`config.mk`:
```
export PLATFORM = sky130hd
export DESIGN_NAME = ahb_slave_front
export DESIGN_NICKNAME = d
export VERILOG_FILES = /design/src/rtl/ahb_slave_front.sv
export SDC_FILE = /design/constraint.sdc
export NUM_CORES = 1
export LEC_CHECK = 0
export BUFFER_PORTS_ARGS = -buffer_cell sky130_fd_sc_hd__buf_2
export CORE_MARGIN = 5
export CORE_UTILIZATION = 45
export CTS_BUF_LIST = sky130_fd_sc_hd__clkbuf_8
export DETAILED_ROUTE_END_ITERATION = 10
export PLACE_DENSITY = 0.66
export SETUP_SLACK_MARGIN = 0.05
export SLEW_MARGIN = 40
export SYNTH_ARGS = -nofsm -noshare
export SYNTH_HDL_FRONTEND = slang
export SYNTH_SLANG_ARGS = --single-unit
```
`constraint.sdc`:
```
create_clock -name CLK -period 7.6 [get_ports CLK]
set_input_delay 1.52 -clock CLK [delete_from_list [all_inputs] [get_ports CLK]]
set_output_delay 1.52 -clock CLK [all_outputs]
set_load 0.02 [all_outputs]
```
`src/rtl/ahb_slave_front.sv`:
```
// AHB front end of the AHB2APB bridge: qualifies and decodes transfers, then queues them for the APB FSM.
// Define ERR_RESP_EN to build the two-cycle ERROR response for accesses outside the bridge window.
module ahb_slave_front #(
    parameter int unsigned DEPTH     = 2,
    parameter logic [31:0] BASE_ADDR = 32'h8000_0000,
    parameter logic [31:0] SEL_SPAN  = 32'h0400_0000,
    parameter int unsigned NUM_SEL   = 3
) (
    input  logic               CLK,
    input  logic               HRESET,
    input  logic [31:0]        HADDR,
    input  logic               HWRITE,
    input  logic [1:0]         HTRANS,
    input  logic [2:0]         HSIZE,
    input  logic [2:0]         HBURST,
    input  logic [31:0]        HWDATA,
    input  logic               HREADY_IN,
    output logic               HREADY_OUT,
    output logic [1:0]         HRESP,
    output logic [31:0]        HRDATA,
    output logic               req_valid,
    input  logic               req_ready,
    output logic               req_write,
    output logic [31:0]        req_addr,
    output logic [31:0]        req_wdata,
    output logic [2:0]         req_size,
    output logic [NUM_SEL-1:0] req_sel,
    input  logic               rsp_valid,
    input  logic [31:0]        rsp_rdata
);
    localparam int PTR_W = (DEPTH > 1) ? $clog2(DEPTH) : 1;
    localparam int CNT_W = $clog2(DEPTH + 1);
    localparam logic [63:0] SPAN64 = {32'd0, SEL_SPAN};

    typedef enum logic [2:0] {
        ADDR,
        WDATA,
        RPUSH,
        RWAIT,
`ifdef ERR_RESP_EN
        RDONE,
        ERR1,
        ERR2
`else
        RDONE
`endif
    } state_t;

    state_t                state, state_next, addr_next;
    logic [CNT_W-1:0]      count;
    logic [PTR_W-1:0]      wptr, rptr;
    logic                  has_space, valid_xfer, push, push_write, pop;
    logic [31:0]           offset;
    logic                  in_range;
    logic [NUM_SEL-1:0]    sel_dec;
    logic [31:0]           addr_p1;
    logic [2:0]            size_p1;
    logic [NUM_SEL-1:0]    sel_p1;
    logic [31:0]           mem_addr  [DEPTH];
    logic [31:0]           mem_wdata [DEPTH];
    logic                  mem_write [DEPTH];
    logic [2:0]            mem_size  [DEPTH];
    logic [NUM_SEL-1:0]    mem_sel   [DEPTH];
    logic                  unused_inputs;

    assign unused_inputs = ^{HBURST, HTRANS[0]};

    function automatic logic [PTR_W-1:0] ptr_inc(input logic [PTR_W-1:0] p);
        return (p == PTR_W'(DEPTH - 1)) ? '0 : p + PTR_W'(1);
    endfunction

    // Window and one-hot region decode of the current address phase
    always_comb begin
        offset   = HADDR - BASE_ADDR;
        in_range = (HADDR >= BASE_ADDR) && ({32'd0, offset} < SPAN64 * 64'(NUM_SEL));
        sel_dec  = '0;
        for (int i = 0; i < NUM_SEL; i++) begin
            sel_dec[i] = in_range && ({32'd0, offset} >= SPAN64 * 64'(i))
                                  && ({32'd0, offset} <  SPAN64 * 64'(i + 1));
        end
    end

    assign has_space  = (count < CNT_W'(DEPTH));
    assign valid_xfer = HREADY_IN && HREADY_OUT && HTRANS[1];
    assign req_valid  = (count != '0);
    assign pop        = req_valid && req_ready;
    assign push_write = (state == WDATA);

    // Address phase -> data phase boundary
    always_ff @(posedge CLK) begin
        if (valid_xfer) begin
            addr_p1 <= HADDR;
            size_p1 <= HSIZE;
            sel_p1  <= sel_dec;
        end
    end

    always_ff @(posedge CLK) begin
        if (HRESET) state <= ADDR;
        else        state <= state_next;
    end

    always_comb begin
        addr_next = ADDR;
        if (valid_xfer) begin
            if (!in_range) begin
`ifdef ERR_RESP_EN
                addr_next = ERR1;
`else
                addr_next = ADDR;
`endif
            end else if (HWRITE) begin
                addr_next = WDATA;
            end else begin
                addr_next = RPUSH;
            end
        end
        state_next = state;
        case (state)
            ADDR, RDONE: state_next = addr_next;
            WDATA:       if (has_space) state_next = addr_next;
            RPUSH:       if (has_space) state_next = RWAIT;
            RWAIT:       if (rsp_valid) state_next = RDONE;
`ifdef ERR_RESP_EN
            ERR1:        state_next = ERR2;
            ERR2:        state_next = addr_next;
`endif
            default:     state_next = ADDR;
        endcase
    end

    always_comb begin
        HREADY_OUT = 1'b1;
        HRESP      = 2'b00;
        push       = 1'b0;
        case (state)
            WDATA: begin
                HREADY_OUT = has_space;
                push       = has_space;
            end
            RPUSH: begin
                HREADY_OUT = 1'b0;
                push       = has_space;
            end
            RWAIT: HREADY_OUT = 1'b0;
`ifdef ERR_RESP_EN
            ERR1: begin
                HREADY_OUT = 1'b0;
                HRESP      = 2'b01;
            end
            ERR2: HRESP = 2'b01;
`endif
            default: ;
        endcase
    end

    // Out-of-range reads return zero; an in-order response lands only while a read waits
    always_ff @(posedge CLK) begin
        if (HRESET)                           HRDATA <= '0;
        else if (state == RWAIT && rsp_valid) HRDATA <= rsp_rdata;
        else if (valid_xfer && !in_range && !HWRITE) HRDATA <= '0;
    end

    // Data phase -> request FIFO boundary
    always_ff @(posedge CLK) begin
        if (push) begin
            mem_addr[wptr]  <= addr_p1;
            mem_wdata[wptr] <= HWDATA;
            mem_write[wptr] <= push_write;
            mem_size[wptr]  <= size_p1;
            mem_sel[wptr]   <= sel_p1;
        end
    end

    always_ff @(posedge CLK) begin
        if (HRESET) begin
            wptr  <= '0;
            rptr  <= '0;
            count <= '0;
        end else begin
            if (push) wptr <= ptr_inc(wptr);
            if (pop)  rptr <= ptr_inc(rptr);
            case ({push, pop})
                2'b10:   count <= count + CNT_W'(1);
                2'b01:   count <= count - CNT_W'(1);
                default: ;
            endcase
        end
    end

    assign req_addr  = mem_addr[rptr];
    assign req_wdata = mem_wdata[rptr];
    assign req_write = mem_write[rptr];
    assign req_size  = mem_size[rptr];
    assign req_sel   = mem_sel[rptr];
endmodule

```
==> impl_metrics.env <==
export IMPL_synth_cell_type_count=41
export IMPL_fillCellCount=1349
export IMPL_grt_start_max_net_pins=72
export IMPL_hpwlAfterDp_um=9980
export IMPL_syn_avg_cell_area_um2=19.6
export IMPL_async_flop_share_pct=0
export IMPL_tightestPinTransition_ns=0.796
export IMPL_peakVddDrop_v=0.000103
export IMPL_critical_path_max_stage_delay_ns=0.66
export IMPL_area_growth_pct=25.0
export IMPL_netlist_area_leader_share_pct=68.8
export IMPL_clk_latency_ns=0.50
export IMPL_postCtsHoldBufs=0
export IMPL_slew_violations=0
export IMPL_slew_headroom_pct=46.9
export IMPL_die_area_um2=20200
export IMPL_synth_seq_area_share_pct=79.0
export IMPL_p_leak_nw=3.76
export IMPL_start_util_pct=45.6
export IMPL_grt_overflow=0
export IMPL_wire_per_inst_um=16.6
export IMPL_crit_required_ns=6.08
export IMPL_synth_top_cell_by_area="edfxtp_1"
export IMPL_slowest_stage="dfxtp_4"
export IMPL_setup_slack_ns=4.07
export IMPL_drt_iter0_drc=162
export IMPL_diodes=0
export IMPL_grt_pass1_wl_um=23100
export IMPL_hold_depth=0
export IMPL_status="finished, final reports clean"
export IMPL_synth_seq_cells=220
export IMPL_nets=745
export IMPL_final_hold_viol_count=0
export IMPL_synth_edff_count=180
export IMPL_p_total_mw=2.31
export IMPL_cts_setup_buffers=0
export IMPL_reg2reg_from="state[1]"
export IMPL_cts_resized=0
export IMPL_critPathTopFamily="flip-flops"
export IMPL_syn_inst=401
export IMPL_crit_path_start_kind="register"
export IMPL_cp_cell_sequence="buf_12 -> mux2_2 -> buf_2"
export IMPL_wirelength_um=14700
export IMPL_comb_power_share_pct=3.5
export IMPL_io_pins=217
export IMPL_synth_common_cells="edfxtp_1 (180), mux2_2 (71), dfxtp_1 (40)"
export IMPL_drv_cap=0
export IMPL_stdcell_area_um2=9820
export IMPL_drive_gt1_share_pct=52.8
export IMPL_hp_start="sel_p1[2]"
export IMPL_h_tree_depth=2
export IMPL_grt_pass1_vias=4546
export IMPL_switching_share_pct=20.5
export IMPL_clockPowerShare_pct=39.2
export IMPL_dp_slack_ns=4.50
export IMPL_ant_nets=0
export IMPL_place_congestion=0.721
export IMPL_worstSetupEndpointType="output port"
export IMPL_die_h_um=142
export IMPL_synthMostInstantiatedCell="edfxtp_1"
export IMPL_worst_r2r_path_depth=5
export IMPL_skew_ns=0.0182
export IMPL_critical_path_peak_fanout=38
export IMPL_cts_sinks=220
export IMPL_power_switching_mw=0.472
export IMPL_drc=0
export IMPL_cts_buffer_depth=3
export IMPL_die_w_um=142
export IMPL_core_area_um2=17200
export IMPL_tns_ns=0
export IMPL_ys_flop_type="edfxtp_1"
export IMPL_max_clock_freq_ghz=0.284
export IMPL_power_density_nw_per_um2=235
export IMPL_synth_area_top_cells="edfxtp_1 (69%), dfxtp_1 (10%), mux2_2 (10%)"
export IMPL_fin_crit_ns=3.53
export IMPL_antenna_found_initial=1
export IMPL_clockRootBuffer="clkbuf_8"
export IMPL_rows=48
export IMPL_cts_buffers=36
export IMPL_hp_class="register to register"
export IMPL_setup_viol_count_final=0
export IMPL_synth_warnings=0
export IMPL_worst_path_buf_inv=2
export IMPL_power_internal_mw=1.84
export IMPL_first_pass_iters=4
export IMPL_finalCritPeriodShare_pct=46.4
export IMPL_grt_use_total_pct=14.5
export IMPL_crit_cells=3
export IMPL_synthesis_area_um2=7850
export IMPL_dp_cells=821
export IMPL_layout_cells_non_filler=886
export IMPL_pwr_share_seq_pct=57.3
export IMPL_cts_clk_slew_worst_paths_ns=0.06
export IMPL_dr_total_vias=4251
export IMPL_tritoncts="built"
export IMPL_rsz0062_at_grt="false"
export IMPL_r2r_slack_ns=4.92
export IMPL_numPortBuffers=210
export IMPL_viasPerCell=4.80
export IMPL_place_area_um2=9160
export IMPL_critical_path_arrival_ns=2.01
export IMPL_path_class="register to output port"
## layout make-up
| type | count | area (um2) | area share, % |
|---|---|---|---|
| Sequential cell | 220 | 6210 | 63.3 |
| Multi-Input combinational cell | 158 | 1500 | 15.3 |
| Timing Repair Buffer | 217 | 1170 | 11.9 |
| Clock buffer | 40 | 551 | 5.61 |
| Tap cell | 225 | 282 | 2.87 |
| Clock inverter | 25 | 105 | 1.07 |
| Inverter | 1 | 3.75 | 0.0382 |
## layout by cell type (no fill, tap or decap), types with 2 or more instances in the layout
cell	n
a21oi_1	3
a22o_1	30
a22o_2	2
buf_16	2
buf_2	210
buf_4	2
clkbuf_8	40
clkinv_1	4
clkinv_2	3
clkinvlp_4	2
conb_1	2
dfxtp_1	39
edfxtp_1	180
inv_1	17
mux2_2	71
nand2_1	4
nor2_1	9
nor2_4	2
nor3b_1	2
o21ai_0	4
or3_1	2
xnor2_1	4
## state kept, by name, indices dropped and copies added (netlist names), 3 cells and up, named ones only
register / cells
addr_p1: 32
state: 3
mem_wdata: 64
mem_size: 6
mem_sel: 6
mem_addr: 64
HRDATA: 32
sel_p1: 3
size_p1: 3
## power by group through the flow
stage / combinational, mW / sequential (mW) / clock [mW]
2_1_floorplan: 0.0403 / 1.34 / 0
3_3_place_gp: 0.0748 / 1.35 / 0
3_5_place_dp: 0.0828 / 1.35 / 0
4_1_cts: 0.0832 / 1.32 / 0.946
5_1_grt: 0.0891 / 1.32 / 1.00
6_report: 0.0817 / 1.32 / 0.905
## through the flow
step	hold WS [ns]	utilization, %
floorplan	0.421	-
global placement	0.422	52.6
detailed placement	0.429	53.1
CTS	0.427	56.9
global route	0.448	56.9
finish	0.424	56.9
## path summary, 6_finish.rpt
path,endpoint
worst max-delay path,req_wdata[1]
worst min-delay path,mem_sel[1][2]
worst max register to register,mem_addr[1][10]
worst min register to register,mem_sel[1][2]
## cell families (layout without fill, tap and decap cells)
kind of cell | Yosys count | count (layout) | synth area share [%]
other | 1 | 2 | 0.0477
multiplexers | 71 | 71 | 10.2
XOR/XNOR | 5 | 5 | 0.558
AND/OR/NAND/NOR | 33 | 33 | 2.85
adder cells (fa/ha/maj) | 1 | 1 | 0.159
AO/OA/AOI/OAI | 46 | 46 | 4.94
flip-flops | 220 | 220 | 79.0
buffers and inverters | 24 | 283 | 2.25
## layer usage
layer,vias up,part of all wire [%],global-route usage (%),wire [um]
li1,2031,-,-,-
met1,2016,39,16.9,5820
met2,174,49,24.6,7190
met3,28,9.3,5.48,1380
met4,2,2.3,5.25,334
met5,-,0.088,0,13
Power figures use the tool's default switching activity.
